===== config.mk =====
export PLATFORM = sky130hd
export DESIGN_NAME = control_unit
export DESIGN_NICKNAME = d
export VERILOG_FILES = /design/src/rtl/cu_pkg.sv /design/src/rtl/cu_decode.sv /design/src/rtl/control_unit.sv
export SDC_FILE = /design/constraint.sdc
export NUM_CORES = 1
export LEC_CHECK = 0
export ABC_AREA = 0
export CELL_PAD_IN_SITES_DETAIL_PLACEMENT = 0
export CELL_PAD_IN_SITES_GLOBAL_PLACEMENT = 1
export CORE_UTILIZATION = 28
export CTS_BUF_LIST = sky130_fd_sc_hd__clkbuf_16
export DETAILED_ROUTE_END_ITERATION = 7
export GPL_ROUTABILITY_DRIVEN = 1
export PLACE_DENSITY_LB_ADDON = 0.1
export SLEW_MARGIN = 20
export SYNTH_ARGS = -nofsm -noshare
export SYNTH_HDL_FRONTEND = slang
export SYNTH_SLANG_ARGS = --single-unit
export TNS_END_PERCENT = 30

===== constraint.sdc =====
create_clock -name CLK -period 2 [get_ports CLK]
set_input_delay 0.2 -clock CLK [delete_from_list [all_inputs] [get_ports CLK]]
set_output_delay 0.2 -clock CLK [all_outputs]
set_load 0.01 [all_outputs]

===== src/rtl/cu_pkg.sv =====
// Shared encodings for the multi-cycle control unit: opcodes, FSM states,
// ALU operations, register-destination and PC-source selects, decode record.
package cu_pkg;

    localparam int unsigned OPC_W   = 6;
    localparam int unsigned STATE_W = 4;

    localparam logic [OPC_W-1:0] OP_ADD   = 6'b000000;
    localparam logic [OPC_W-1:0] OP_SUB   = 6'b000001;
    localparam logic [OPC_W-1:0] OP_ADDIU = 6'b000010;
    localparam logic [OPC_W-1:0] OP_AND   = 6'b010000;
    localparam logic [OPC_W-1:0] OP_ANDI  = 6'b010001;
    localparam logic [OPC_W-1:0] OP_ORI   = 6'b010010;
    localparam logic [OPC_W-1:0] OP_XORI  = 6'b010011;
    localparam logic [OPC_W-1:0] OP_SLL   = 6'b011000;
    localparam logic [OPC_W-1:0] OP_SLTI  = 6'b100110;
    localparam logic [OPC_W-1:0] OP_SLT   = 6'b100111;
    localparam logic [OPC_W-1:0] OP_SW    = 6'b110000;
    localparam logic [OPC_W-1:0] OP_LW    = 6'b110001;
    localparam logic [OPC_W-1:0] OP_BEQ   = 6'b110100;
    localparam logic [OPC_W-1:0] OP_BNE   = 6'b110101;
    localparam logic [OPC_W-1:0] OP_BLTZ  = 6'b110110;
    localparam logic [OPC_W-1:0] OP_J     = 6'b111000;
    localparam logic [OPC_W-1:0] OP_JR    = 6'b111001;
    localparam logic [OPC_W-1:0] OP_JAL   = 6'b111010;
    localparam logic [OPC_W-1:0] OP_HALT  = 6'b111111;

    typedef enum logic [STATE_W-1:0] {
        S_IF     = 4'd0,
        S_ID     = 4'd1,
        S_EXE_AL = 4'd2,
        S_EXE_BR = 4'd3,
        S_EXE_LS = 4'd4,
        S_MEM    = 4'd5,
        S_WB_AL  = 4'd6,
        S_WB_LD  = 4'd7,
        S_HALT   = 4'd8
    } state_e;

    typedef enum logic [2:0] {
        ALU_ADD  = 3'b000,
        ALU_SUB  = 3'b001,
        ALU_SLTU = 3'b010,
        ALU_SLT  = 3'b011,
        ALU_SLL  = 3'b100,
        ALU_OR   = 3'b101,
        ALU_AND  = 3'b110,
        ALU_XOR  = 3'b111
    } aluop_e;

    localparam logic [1:0] RD_R31 = 2'b00;
    localparam logic [1:0] RD_RT  = 2'b01;
    localparam logic [1:0] RD_RD  = 2'b10;

    localparam logic [1:0] PC_SEQ = 2'b00;
    localparam logic [1:0] PC_BR  = 2'b01;
    localparam logic [1:0] PC_JR  = 2'b10;
    localparam logic [1:0] PC_JMP = 2'b11;

    // Opcode class plus the ALU controls an ALU-class instruction needs
    typedef struct packed {
        logic   legal;
        logic   is_rtype;
        logic   is_imm;
        logic   is_branch;
        logic   is_mem;
        logic   is_jump;
        logic   is_halt;
        aluop_e alu_op;
        logic   alu_sa;
        logic   zero_ext;
    } dec_t;

endpackage


===== src/rtl/cu_decode.sv =====
// Combinational opcode-class decode for control_unit.
// halt is only a legal opcode when CU_HALT_EN is defined.
module cu_decode
    import cu_pkg::*;
(
    input  logic [OPC_W-1:0] op,
    output dec_t             dec
);

    always_comb begin
        dec        = '0;
        dec.alu_op = ALU_ADD;
        case (op)
            OP_ADD:   begin dec.legal = 1'b1; dec.is_rtype = 1'b1; end
            OP_SUB:   begin dec.legal = 1'b1; dec.is_rtype = 1'b1; dec.alu_op = ALU_SUB; end
            OP_ADDIU: begin dec.legal = 1'b1; dec.is_imm = 1'b1; end
            OP_AND:   begin dec.legal = 1'b1; dec.is_rtype = 1'b1; dec.alu_op = ALU_AND; end
            OP_ANDI:  begin
                dec.legal = 1'b1; dec.is_imm = 1'b1; dec.alu_op = ALU_AND; dec.zero_ext = 1'b1;
            end
            OP_ORI:   begin
                dec.legal = 1'b1; dec.is_imm = 1'b1; dec.alu_op = ALU_OR; dec.zero_ext = 1'b1;
            end
            OP_XORI:  begin
                dec.legal = 1'b1; dec.is_imm = 1'b1; dec.alu_op = ALU_XOR; dec.zero_ext = 1'b1;
            end
            OP_SLL:   begin
                dec.legal = 1'b1; dec.is_rtype = 1'b1; dec.alu_op = ALU_SLL; dec.alu_sa = 1'b1;
            end
            OP_SLTI:  begin dec.legal = 1'b1; dec.is_imm = 1'b1; dec.alu_op = ALU_SLT; end
            OP_SLT:   begin dec.legal = 1'b1; dec.is_rtype = 1'b1; dec.alu_op = ALU_SLT; end
            OP_SW, OP_LW: begin dec.legal = 1'b1; dec.is_mem = 1'b1; end
            OP_BEQ, OP_BNE, OP_BLTZ: begin dec.legal = 1'b1; dec.is_branch = 1'b1; end
            OP_J, OP_JR, OP_JAL: begin dec.legal = 1'b1; dec.is_jump = 1'b1; end
`ifdef CU_HALT_EN
            OP_HALT:  begin dec.legal = 1'b1; dec.is_halt = 1'b1; end
`endif
            default: ;
        endcase
    end

endmodule


===== src/rtl/control_unit.sv =====
// Multi-cycle CPU control unit: state register plus Moore/opcode output decode.
// Optional halt support is enabled by defining CU_HALT_EN.
module control_unit
    import cu_pkg::*;
#(
    parameter int unsigned OP_W = 6,
    parameter int unsigned ST_W = 4
) (
    input  logic            CLK,
    input  logic            Reset,
    input  logic [OP_W-1:0] opcode,
    input  logic            zero,
    input  logic            sign,
    output logic            PCWre,
    output logic            IRWre,
    output logic            InsMemRW,
    output logic            RegWre,
    output logic            mRD,
    output logic            mWR,
    output logic            ALUSrcA,
    output logic            ALUSrcB,
    output logic            ExtSel,
    output logic            WrRegDSrc,
    output logic            DBDataSrc,
    output logic [2:0]      ALUOp,
    output logic [1:0]      RegDst,
    output logic [1:0]      PCSrc,
    output logic [ST_W-1:0] state
);

    logic [OPC_W-1:0] op;
    dec_t             dec;
    state_e           cur;
    logic             running;
    logic             active;
    logic             taken;

    assign op = OPC_W'(opcode);

    cu_decode u_decode (
        .op  (op),
        .dec (dec)
    );

    assign taken = ((op == OP_BEQ) &&  zero) ||
                   ((op == OP_BNE) && !zero) ||
                   ((op == OP_BLTZ) && sign);

    // running holds off the first IF until an edge has sampled Reset high
    always_ff @(posedge CLK) begin
        if (!Reset) begin
            cur     <= S_IF;
            running <= 1'b0;
        end else if (!running) begin
            running <= 1'b1;
        end else begin
            case (cur)
                S_IF: cur <= S_ID;
                S_ID: begin
                    if (dec.is_halt)                        cur <= S_HALT;
                    else if (dec.is_jump || !dec.legal)     cur <= S_IF;
                    else if (dec.is_branch)                 cur <= S_EXE_BR;
                    else if (dec.is_mem)                    cur <= S_EXE_LS;
                    else                                    cur <= S_EXE_AL;
                end
                S_EXE_AL: cur <= S_WB_AL;
                S_EXE_BR: cur <= S_IF;
                S_EXE_LS: cur <= S_MEM;
                S_MEM:    cur <= (op == OP_LW) ? S_WB_LD : S_IF;
                S_WB_AL:  cur <= S_IF;
                S_WB_LD:  cur <= S_IF;
                S_HALT:   cur <= S_HALT;
                default:  cur <= S_IF;
            endcase
        end
    end

    // Outputs are forced low whenever Reset is low, even before the edge
    assign active = Reset && running;

    always_comb begin
        PCWre     = 1'b0;
        IRWre     = 1'b0;
        InsMemRW  = 1'b0;
        RegWre    = 1'b0;
        mRD       = 1'b0;
        mWR       = 1'b0;
        ALUSrcA   = 1'b0;
        ALUSrcB   = 1'b0;
        ExtSel    = 1'b0;
        WrRegDSrc = 1'b0;
        DBDataSrc = 1'b0;
        ALUOp     = ALU_ADD;
        RegDst    = RD_R31;
        PCSrc     = PC_SEQ;
        state     = '0;
        if (active) begin
            state = ST_W'(cur);
            case (cur)
                S_IF: begin
                    InsMemRW = 1'b1;
                    IRWre    = 1'b1;
                end
                S_ID: begin
                    if (dec.is_jump) begin
                        PCWre = 1'b1;
                        PCSrc = (op == OP_JR) ? PC_JR : PC_JMP;
                        if (op == OP_JAL) begin
                            RegWre    = 1'b1;
                            RegDst    = RD_R31;
                            WrRegDSrc = 1'b0;
                        end
                    end else if (!dec.legal) begin
                        PCWre = 1'b1;
                    end
                end
                S_EXE_AL, S_WB_AL: begin
                    ALUOp   = dec.alu_op;
                    ALUSrcA = dec.alu_sa;
                    ALUSrcB = dec.is_imm;
                    ExtSel  = ~dec.zero_ext;
                    if (cur == S_WB_AL) begin
                        RegWre    = 1'b1;
                        WrRegDSrc = 1'b1;
                        PCWre     = 1'b1;
                        RegDst    = dec.is_rtype ? RD_RD : RD_RT;
                    end
                end
                S_EXE_BR: begin
                    ALUOp  = ALU_SUB;
                    ExtSel = 1'b1;
                    PCWre  = 1'b1;
                    PCSrc  = taken ? PC_BR : PC_SEQ;
                end
                // Address computation stays stable across the whole memory access
                S_EXE_LS, S_MEM, S_WB_LD: begin
                    ALUOp   = ALU_ADD;
                    ALUSrcB = 1'b1;
                    ExtSel  = 1'b1;
                    if (cur == S_MEM) begin
                        if (op == OP_LW) begin
                            mRD = 1'b1;
                        end else begin
                            mWR   = 1'b1;
                            PCWre = 1'b1;
                        end
                    end
                    if (cur == S_WB_LD) begin
                        mRD       = 1'b1;
                        DBDataSrc = 1'b1;
                        WrRegDSrc = 1'b1;
                        RegDst    = RD_RT;
                        RegWre    = 1'b1;
                        PCWre     = 1'b1;
                    end
                end
                default: ;
            endcase
        end
    end

endmodule


== Yosys cells after proc, flatten, opt, wreduce, memory -nomap -nowiden ==
Index checks and enable logic that the tools add are counted.

* Output and inout port bits: 22
* Bits of input ports: 10
* Word-level logic and storage cells: 111
* Bits in registers: 5

* Muxes and demuxes: 60
* Equal/unequal tests: 25
* Bitwise gates (word level): 1
* Reductions and logical operators: 23

{| class="wikitable"
|+ Operators with widths
! operator !! count
|-
| $eq 6x6->1 const B || 10
|-
| $mux 1 || 39
|-
| $eq 6x5->1 const B || 5
|-
| $pmux 4 s6 || 1
|-
| $pmux 3 s6 || 1
|-
| $reduce_or 18->1 || 1
|-
| $eq 4x3->1 const B || 4
|-
| $mux 3 || 5
|-
| $reduce_or 3->1 || 4
|-
| $mux 2 || 5
|-
| $reduce_or 5->1 || 2
|-
| $eq 4x2->1 const B || 2
|-
| $pmux 2 s2 || 2
|-
| $reduce_or 2->1 || 4
|-
| $eq 6x1->1 const B || 1
|-
| $eq 6x2->1 const B || 1
|-
| $logic_not 6->1 || 1
|-
| $pmux 1 s2 || 3
|-
| $pmux 3 s2 || 1
|-
| $eq 4x1->1 const B || 1
|-
| $eq 4x4->1 const B || 1
|-
| $logic_and 1x1->1 || 4
|-
| $logic_not 4->1 || 1
|-
| $mux 4 || 1
|-
| 6 further kinds || 9
|}

== Logic depth before layout (Yosys ltp) ==
* Depth after elaboration: 7
* Gate-level depth with buffers: 6
* Gate-level depth less buffers: 5

== Cells and area by module ==
From an unflattened synthesis, not the netlist that was laid out.

* Cells, all modules: 141
* Area total of the unflattened synthesis: 965.9 um^2

{| class="wikitable"
|+ Modules (own cells, without submodules)
! module !! instances !! seq. area each (um^2) !! area each (um^2) !! cells each
|-
| control_unit || 1 || 100.1 || 663.1 || 96
|-
| cu_decode || 1 || 0.0 || 302.8 || 45
|}

== Worst setup path before layout ==
Ideal clock, no wire load.

* Path type: reg2out
* Start point: register cur[1]
* End point: output ALUOp[0]
* Buffers on the path: 1
* Data required time: 1.800 ns
* Setup slack: 0.273 ns
* Data arrival time: 1.527 ns
* Cell stages (with the launch flop): 5
* Cell sequence: dfxtp_1 -> clkbuf_1 -> nand2_1 -> or3_1 -> o31ai_1

* Longest elaborated chain between the ends: 4
* Elaborated cells on any way between the ends: 6
* Those cells by class: eq/ne: 3; mux: 2; reduce/logical: 1

{| class="wikitable"
|+ Ends and longest elaborated chain
! element !! line !! text
|-
| start, declared || control_unit.sv:33 || <nowiki>state_e cur;</nowiki>
|-
| start signal, assigned || control_unit.sv:69 || <nowiki>S_MEM: cur <= (op == OP_LW) ? S_WB_LD : S_IF;</nowiki>
|-
| $eq 4x3->1 or $eq 4x2->1 (tied branches) || control_unit.sv:99 || <nowiki>case (cur)</nowiki>
|-
| $reduce_or 2->1 || control_unit.sv:99 ||
|-
| $pmux 3 s2 (*) || control_unit.sv:99 ||
|-
| $mux 3 (*) || control_unit.sv:97 || <nowiki>if (active) begin</nowiki>
|-
| end, declared || control_unit.sv:25 || <nowiki>output logic [2:0] ALUOp,</nowiki>
|}

Every way passes the cells marked *; elsewhere a longest branch is shown, timed or not.

== Final worst setup path ==
* Start point: input Reset
* End point: output WrRegDSrc

* Longest elaborated chain between the ends: 2

{| class="wikitable"
|+ Ends and longest elaborated chain
! element !! line !! text
|-
| start, declared || control_unit.sv:10 || <nowiki>input logic Reset,</nowiki>
|-
| $logic_and 1x1->1 || control_unit.sv:79 || <nowiki>assign active = Reset && running;</nowiki>
|-
| $mux 1 || control_unit.sv:97 ||
|-
| end, declared || control_unit.sv:23 || <nowiki>output logic WrRegDSrc,</nowiki>
|}

Every way passes these cells.

==> reports/summary.json <==
{
  "avgSynthCellArea_sq_um": 6.19,
  "worst_clock_skew_ns": 0.00240,
  "grt_antenna_before_repair": 0,
  "synth_nets": 137,
  "r2r_slack_ns": 0.63,
  "timing.setup.critical_path_class": "in -> out",
  "timing_hold_violations_final": 0,
  "route.detailed.wl_per_inst_microns": 13.6,
  "p_sw_uw": 159,
  "max-cap-violations": 0,
  "gp_congestion": 0.925,
  "number_of_sinks_driven_by_the_clock_tree": 5,
  "row_count": 18,
  "detail_route.drc_violations": 0,
  "die_area_sq_um": 3020,
  "max-vdd-ir-drop_v": 0.000700,
  "ys.warnings.count": 0,
  "synth_enable_flop_cells": 0,
  "start_kind": "primary input",
  "p_clk_share_pct": 54.8,
  "vias": 1176,
  "reg2regPathDepth": 5,
  "dominantRegCellSynth": "dfxtp_1",
  "sw_frac_of_total_pct": 25.9,
  "p_leak_nw": 0.714,
  "grt_pass1_vias": 1072,
  "place_hpwl_microns": 2300,
  "nNetsFinal": 204,
  "grt_pass1_wl_microns": 4800,
  "postLayoutCoreUtil_pct": 57.8,
  "power.density_cell_area_nw_per_um2": 414,
  "portion_of_total_power_attributed_to_combinational_logic_pct": 27.7,
  "setup.worst_path.start": "Reset",
  "synthDominantCellAreaShare_pct": 12.7,
  "grt_start_max_net_pins": 15,
  "synth-async-reset-ratio_pct": 0,
  "final.period_utilization_pct": 98.6,
  "worst_r2r_startpoint": "cur[1]",
  "maxClockFrequency_mhz": 507,
  "clk_root_buffer_cell": "clkbuf_16",
  "min_period_ns": 1.97,
  "synth.yosys.seq_area_share_pct": 12.7,
  "track_usage_pct": 22.8,
  "hp-class": "reg -> reg",
  "endpoint_of_the_lowest_slack_register_to_register_path": "cur[1]",
  "firstDrtPassIters": 4,
  "critical_path_maximum_fanout": 5,
  "route.detailed.vias_per_inst": 5.27,
  "ios": 32,
  "mappedNetlistArea_sq_um": 786,
  "grt_overflow": 0,
  "insertion_delay_ns": 0.23,
  "yosys-top-cells-area": "dfxtp_1 (13%), nor2_1 (7.2%), a21oi_1 (7.0%)",
  "required_ns": 1.80,
  "ctsHtreeMaxLevel": 1,
  "ctsLongestPathBuffers": 2,
  "initial_utilization_pct": 30.6,
  "synth.ff_latch_count": 5,
  "grt_setup_unrepaired": "true",
  "core_region_area_sq_um": 2570,
  "netlist_cell_types": 44,
  "path_clk_slew_ns": 0.04,
  "dieHeight_microns": 55.0,
  "totalWireLength_microns": 3030,
  "syn-instance-count": 127,
  "area_growth_pct": 88.9,
  "synthDominantAreaCellType": "dfxtp_1",
  "tritoncts.num_buffers": 3,
  "finalPower_uw": 614,
  "power.share.sequential_pct": 17.5,
  "clock_tree_from_tritoncts": "built",
  "worstPathArrival_ns": 1.77,
  "worst-slew-pin-transition_ns": 0.326,
  "timing.final.setup_violations": 0,
  "share_of_cells_above_drive_strength_1_pct": 35.2,
  "hold_path.startpoint": "cur[2]",
  "port_buffers": 31,
  "drtIter0Drc": 24,
  "crit_path_end_kind": "output pin",
  "min_path_cells": 2,
  "internal_power_uw": 455,
  "die_w_microns": 55.0,
  "whs_endpoint": "cur[2]",
  "final_antenna_net_count": 0,
  "run_status": "finished, final reports clean",
  "number_of_antenna_cells_inserted": 0,
  "maxSlewViolCount": 0,
  "worst_slew_margin_rel_pct": 78.0
}
==> per-stage QoR <==
stage	area (sq um)	worst slack, ns	instances	setup TNS (ns)	hold WS [ns]
6_report	1480	0.0285	223	0	0.606
5_1_grt	1480	-0.0489	223	-0.0845	0.631
4_1_cts	1480	0.0151	223	0	0.610
3_5_place_dp	1390	-0.602	218	-4.75	0.637
3_3_place_gp	1390	-0.605	218	-4.41	0.628
2_1_floorplan	786	0.273	127	0	0.228
==> cells in the mapped netlist, types with 2 or more instances <==
| master | count |
|---|---|
| and3_1 | 3 |
| nand2_1 | 13 |
| a21oi_1 | 11 |
| or4_1 | 3 |
| o21a_1 | 2 |
| clkbuf_1 | 8 |
| nand3_1 | 6 |
| nand2b_1 | 3 |
| nor3b_1 | 3 |
| inv_1 | 4 |
| buf_2 | 2 |
| o21ai_0 | 10 |
| nor4_1 | 3 |
| nor2b_1 | 2 |
| or2_2 | 3 |
| dfxtp_1 | 5 |
| nor3_1 | 5 |
| nor2_1 | 15 |
==> power groups by stage <==
stage / combinational, mW / sequential, mW / clock (mW)
after global placement: 0.163 / 0.109 / 0
after detailed placement: 0.165 / 0.109 / 0
after global routing: 0.187 / 0.108 / 0.349
final: 0.170 / 0.107 / 0.336
after floorplan: 0.0750 / 0.109 / 0
after CTS: 0.168 / 0.107 / 0.343
==> logic make-up after synthesis <==
group | after synthesis | synth area share (%)
compound gates | 36 | 28.8
mux | 1 | 1.43
buf+inv | 16 | 9.39
simple gates | 69 | 47.6
flops | 5 | 12.7
==> per-layer routing <==
layer  vias up  wire, microns  GRT usage, %
li1        598              -             -
met1       543           1440          29.1
met2        30           1370          36.7
met3         5            177          6.01
met4         0             49          7.50
met5         -              0             0
==> layout make-up <==
cell class / instances / area, sq um
clock buffer: 3 / 75.1
clock inverter: 1 / 5.00
fill: 280 / 1080
inverter: 4 / 15.0
multi-input combinational: 106 / 654
sequential: 5 / 100
tap: 30 / 37.5
timing repair buffer: 74 / 597
==> worst max path at each step <==
stage / end / slack, ns
after floorplan: ALUOp[0] / 0.27
after global placement: PCWre / -0.61
after detailed placement: PCWre / -0.60
after CTS: WrRegDSrc / 0.02
after global routing: WrRegDSrc / -0.05
final: WrRegDSrc / 0.03
==> state kept, by name (all words and copies together) (netlist names) <==
register	count
running	1
cur	4
==> worst max-delay path: stages <==
cell             delay [ns]
clkdlybuf4s50_1        0.47
nand2_1                0.13
buf_4                  0.19
nor2_2                 0.14
buf_4                  0.12
clkdlybuf4s50_1        0.52
==> placed cells by master, fill, tap and decap left out, types with 2 or more instances in the layout <==
master / n
buf_4: 40
dlygate4sd2_1: 14
nand2_1: 13
nor2_1: 13
a21oi_1: 11
o21ai_0: 9
clkdlybuf4s50_1: 8
nand3_1: 6
dfxtp_1: 5
buf_2: 5
inv_1: 4
nor3_1: 4
nand2b_1: 3
or2_2: 3
and3_1: 3
clkbuf_16: 3
buf_6: 3
or3_4: 2
o21a_1: 2
or4_1: 2
nor3b_1: 2
nor4_1: 2
dlymetal6s2s_1: 2
clkbuf_2: 2
==> timing repair <==
action,CTS,global route
hold buffers,0,0
setup buffers,1,0
pin swaps,3,0
resized for setup,48,10
setup endpoints to repair,17,8
No activity file was read; power rests on OpenSTA's default activity.
==> RTL change 1: new RTL, same flow settings <==
Change the parameter `OP_W` from 6 to 5.
--- a/src/rtl/control_unit.sv
+++ b/src/rtl/control_unit.sv
@@ -3,7 +3,7 @@
 module control_unit
     import cu_pkg::*;
 #(
-    parameter int unsigned OP_W = 6,
+    parameter int unsigned OP_W = 5,
     parameter int unsigned ST_W = 4
 ) (
     input  logic            CLK,
Ports: changed (resized opcode); port bits go from 32 to 31. The function was not compared with the original's and may differ.
==> RTL change 1 against the original RTL <==
- the run now ends with negative setup slack left
- setup slack lost 120 ps
- largest cell class is now non-clock buffers
- combinational power down 39%
- final cell count down 38%
- sequential cell count is the same
- critical path depth is 1 higher
- power shrank 13%
- area after synthesis is 31% lower
- critical endpoint is now ALUOp[0]
- cell area fell by 33%
- wire length is 51% lower
==> RTL change 1: results <==
[worst_setup_path]
worstPathMaxFanout = 4
critPathLaunch = "opcode[1]"

[drt]
dr.pass1.iters = 3

[timing]
finalWorstSetupSlack_ps = -91.25
setup_viol = 1
timing.hold.ws_ps = 422.0

[finish]
bufAreaShareNonClock = 0.3874
area_growth_syn_to_layout_pct = 83.18
final_net_count = 124
multi_input_gates = 57
seq_area_um2 = 101.3
multi_input_area_share = 0.3849
design.seq.count = 5
drive_gt1_frac = 0.2719

[global_route]
grt_use_total = 0.1570
grt_pass1_wl_um = 2366
grt_max_degree = 13

[synthesis]
netlist_top_cells_count = "7 x buf_4, 6 x and3_1"
yosys-top-cells-area = "dfxtp_1 18%, buf_4 9.7%, and3_1 6.9%"

[min_path]
hp-start = "Reset"
hp-class = "input pin to flip-flop"

[status]
status = "complete, but fails checks"
violations = "negative setup slack"

[power_and_ir_drop]
pwr-share-clk = 0.603
power_uw = 535.1
max-vdd-ir-drop_mv = 0.5131
cellLeakagePower_uw = 0.0004962

[placement]
gp_congestion = 0.8108
dp_hpwl_um = 1176
placed_cells = 135
-- RTL change 1: layer usage --
layer / vias up / GRT usage / wire [um]
li1: 337 / - / -
met3: 0 / 0.05952 / 71
met5: - / 0 / 0
met1: 314 / 0.1863 / 674
met4: 0 / 0.03529 / 0
met2: 20 / 0.2648 / 753
-- RTL change 1: logic make-up (layout without fill, tap and decap cells) --
family / Yosys count / count (layout) / synth area share
AND/OR/NAND/NOR: 37 / 37 / 0.4032
AO/OA/AOI/OAI: 17 / 17 / 0.2466
buffers and inverters: 13 / 52 / 0.1405
flip-flops: 5 / 5 / 0.1843
other: 1 / 2 / 0.006906
multiplexers: 1 / 1 / 0.01843
-- RTL change 1: worst max-delay path, stage by stage --
cell and delay, ps:
clkdlybuf4s50_1 450, buf_4 170, nor3b_1 190, a21oi_1 70, nor4_2 150, o21a_1 140, clkdlybuf4s50_1 520
==> RTL change 2: new RTL, config.mk and constraints unchanged <==
Made on the original files. Make the reset (`Reset`) asynchronous in one clocked block.
--- a/src/rtl/control_unit.sv
+++ b/src/rtl/control_unit.sv
@@ -47,7 +47,7 @@
                    ((op == OP_BLTZ) && sign);
 
     // running holds off the first IF until an edge has sampled Reset high
-    always_ff @(posedge CLK) begin
+    always_ff @(posedge CLK or negedge Reset) begin
         if (!Reset) begin
             cur     <= S_IF;
             running <= 1'b0;
Check against the original RTL: same outputs for any inputs over 10 cycles, from zero or initial values and one cycle with Reset low; that may be too few to reach the edited logic, so the function may still have changed.
==> RTL change 2 against the original RTL <==
- maximum frequency shrank 1.7%
- wire length decreased by 4.7%
- sequential share of layout area is 1.5 points higher
- highest routed layer is now met3
- setup slack got worse by 34 ps
- the flow now finishes with violations (negative setup slack)
- via count fell by 6.0%
- global-route usage decreased by 3.8 points
- final cell count decreased by 5.4%
- area after synthesis rose by 1.9%
- critical endpoint is now PCSrc[0]
- cell area increased by 2.0%
- sequential cell count unchanged
- synthesized cell count fell by 6.3%
Power is not compared: it rests on default switching activity, and its combinational part moved more than twofold at a synthesized area within 25%.
==> RTL change 2: results <==
[status]
status = "complete, but fails checks"
violations = "negative setup slack"

[synthesis]
yosys-top-cells-area = "dfrtp_1 16%, nand2_1 5.6%, nor2_1 5.6%"
yosysSeqAreaShare = 0.1563
async_flop_share = 1.000
ys_types = 45
netlist_top_cells_count = "12 x nand2_1, 12 x nor2_1, 7 x a21oi_1, 7 x clkbuf_1, 7 x o21ai_0"
synth_warnings = 0
syn_nets = 129

[placement]
portBuffers = 31
dp_hpwl_um = 2162
gp_congestion = 0.7908
placed_area_mm2 = 0.001363
dp_slack_ps = -470.7

[finish]
top_regs = "cur x4, running x1"
fill_cells = 267
antenna_cells = 0
final_net_count = 191
drive_gt1_frac = 0.3444

[power_and_ir_drop]
internal_power_uw = 650.0
cellLeakagePower_uw = 0.0007996
max-vdd-ir-drop_mv = 0.8763

[timing]
finalWorstSetupSlack_ps = -5.189
hold_viol = 0
setup_viol = 2
fin_worst_skew_ps = 2.426

[min_path]
hp-class = "input pin to asynchronous set/reset pin"

[global_route]
grt_max_degree = 16
grt_pass1_wl_um = 4664
grt_pass1_vias = 1010
antenna_found_initial = 0
grt_use_total = 0.1891

[clock_tree]
clkTransAtPathRegs_ps = 30
clkLatencyLatePin_ps = 230
cts_inserted_buffers = 3
cts_buffer_depth = 2
htreeDepth = 1
cts_root_buffer = "clkbuf_16"

[drt]
wl_per_cell_um = 13.70
drtIter0Drc = 18
dr.pass1.iters = 4
vias = 1105

[worst_setup_path]
cp.arrival_ps = 1810
worstPathMaxFanout = 3
## RTL change 2: logic make-up (layout without fill, tap and decap cells)
family,after synthesis,after routing,share of synthesized area
multiplexers,1,1,0.01250
AND/OR/NAND/NOR,63,63,0.4531
buffers and inverters,16,77,0.09219
flip-flops,5,5,0.1563
AO/OA/AOI/OAI,33,33,0.2813
other,1,1,0.004683
## RTL change 2: cell type report
cell class | count | area [um^2] | area share
sequential | 5 | 125.1 | 0.08264
timing repair buffer | 68 | 603.1 | 0.3983
multi-input combinational | 98 | 649.4 | 0.4289
clock buffer | 3 | 75.07 | 0.04959
inverter | 5 | 18.77 | 0.01240
clock inverter | 1 | 3.754 | 0.002479
tap | 31 | 38.79 | 0.02562
## RTL change 2: metal layers
layer	routed length (um)	track usage
met5	0	0
met4	0	0.02143
met3	133	0.04215
met2	1288	0.2857
met1	1467	0.2818
## RTL change 2: final timing paths
| path | end | depth (start not counted) | slack, ps | from |
|---|---|---|---|---|
| worst max register to register | cur[2] | 5 | 610 | cur[2] |
| min in group CLK | cur[0] | 2 | 620 | cur[3] |
| worst min register to register | cur[0] | 2 | 620 | cur[3] |
| worst max-delay path | PCSrc[0] | 5 | -5 | cur[3] |
| worst min-delay path | cur[2] | 3 | 40 | Reset |
| max in group asynchronous | cur[0] | 3 | 1390 | Reset |
## RTL change 2: power groups by stage
stage	clock network, uW	logic, uW	registers (uW)
6_report	321	529	138
5_1_grt	336	580	140
4_1_cts	327	523	138
3_5_place_dp	0	524	138
3_3_place_gp	0	528	138
2_1_floorplan	0	260	146
## RTL change 2: per-stage QoR
stage / hold WS (ps) / total power (uW) / std cells / util / setup TNS, ps
finish: 43.62 / 988.7 / 211 / 0.5538 / -9.429
global route: 61.98 / 1056 / 211 / 0.5538 / -98.55
CTS: 313.0 / 988.4 / 208 / 0.5368 / -475.0
detailed placement: 548.3 / 662.4 / 204 / 0.4984 / -4192
global placement: 548.2 / 665.6 / 204 / 0.4984 / -3916
floorplan: -95.59 / 405.6 / 119 / - / 0
## RTL change 2: worst max-delay path, cell delays in order, from the launching register on
cell and delay (ps):
dfrtp_1 370, or2_4 250, or4_4 540, o31a_1 120, o22ai_1 140, buf_2 150
## RTL change 2: repair_timing
item | CTS | global route
hold buffers | 0 | 1
hold endpoints to repair | 0 | 1
setup buffers | 0 | 2
gates resized for setup | 33 | 11
pin swaps | 1 | 1
endpoints found under the setup margin | 17 | 11
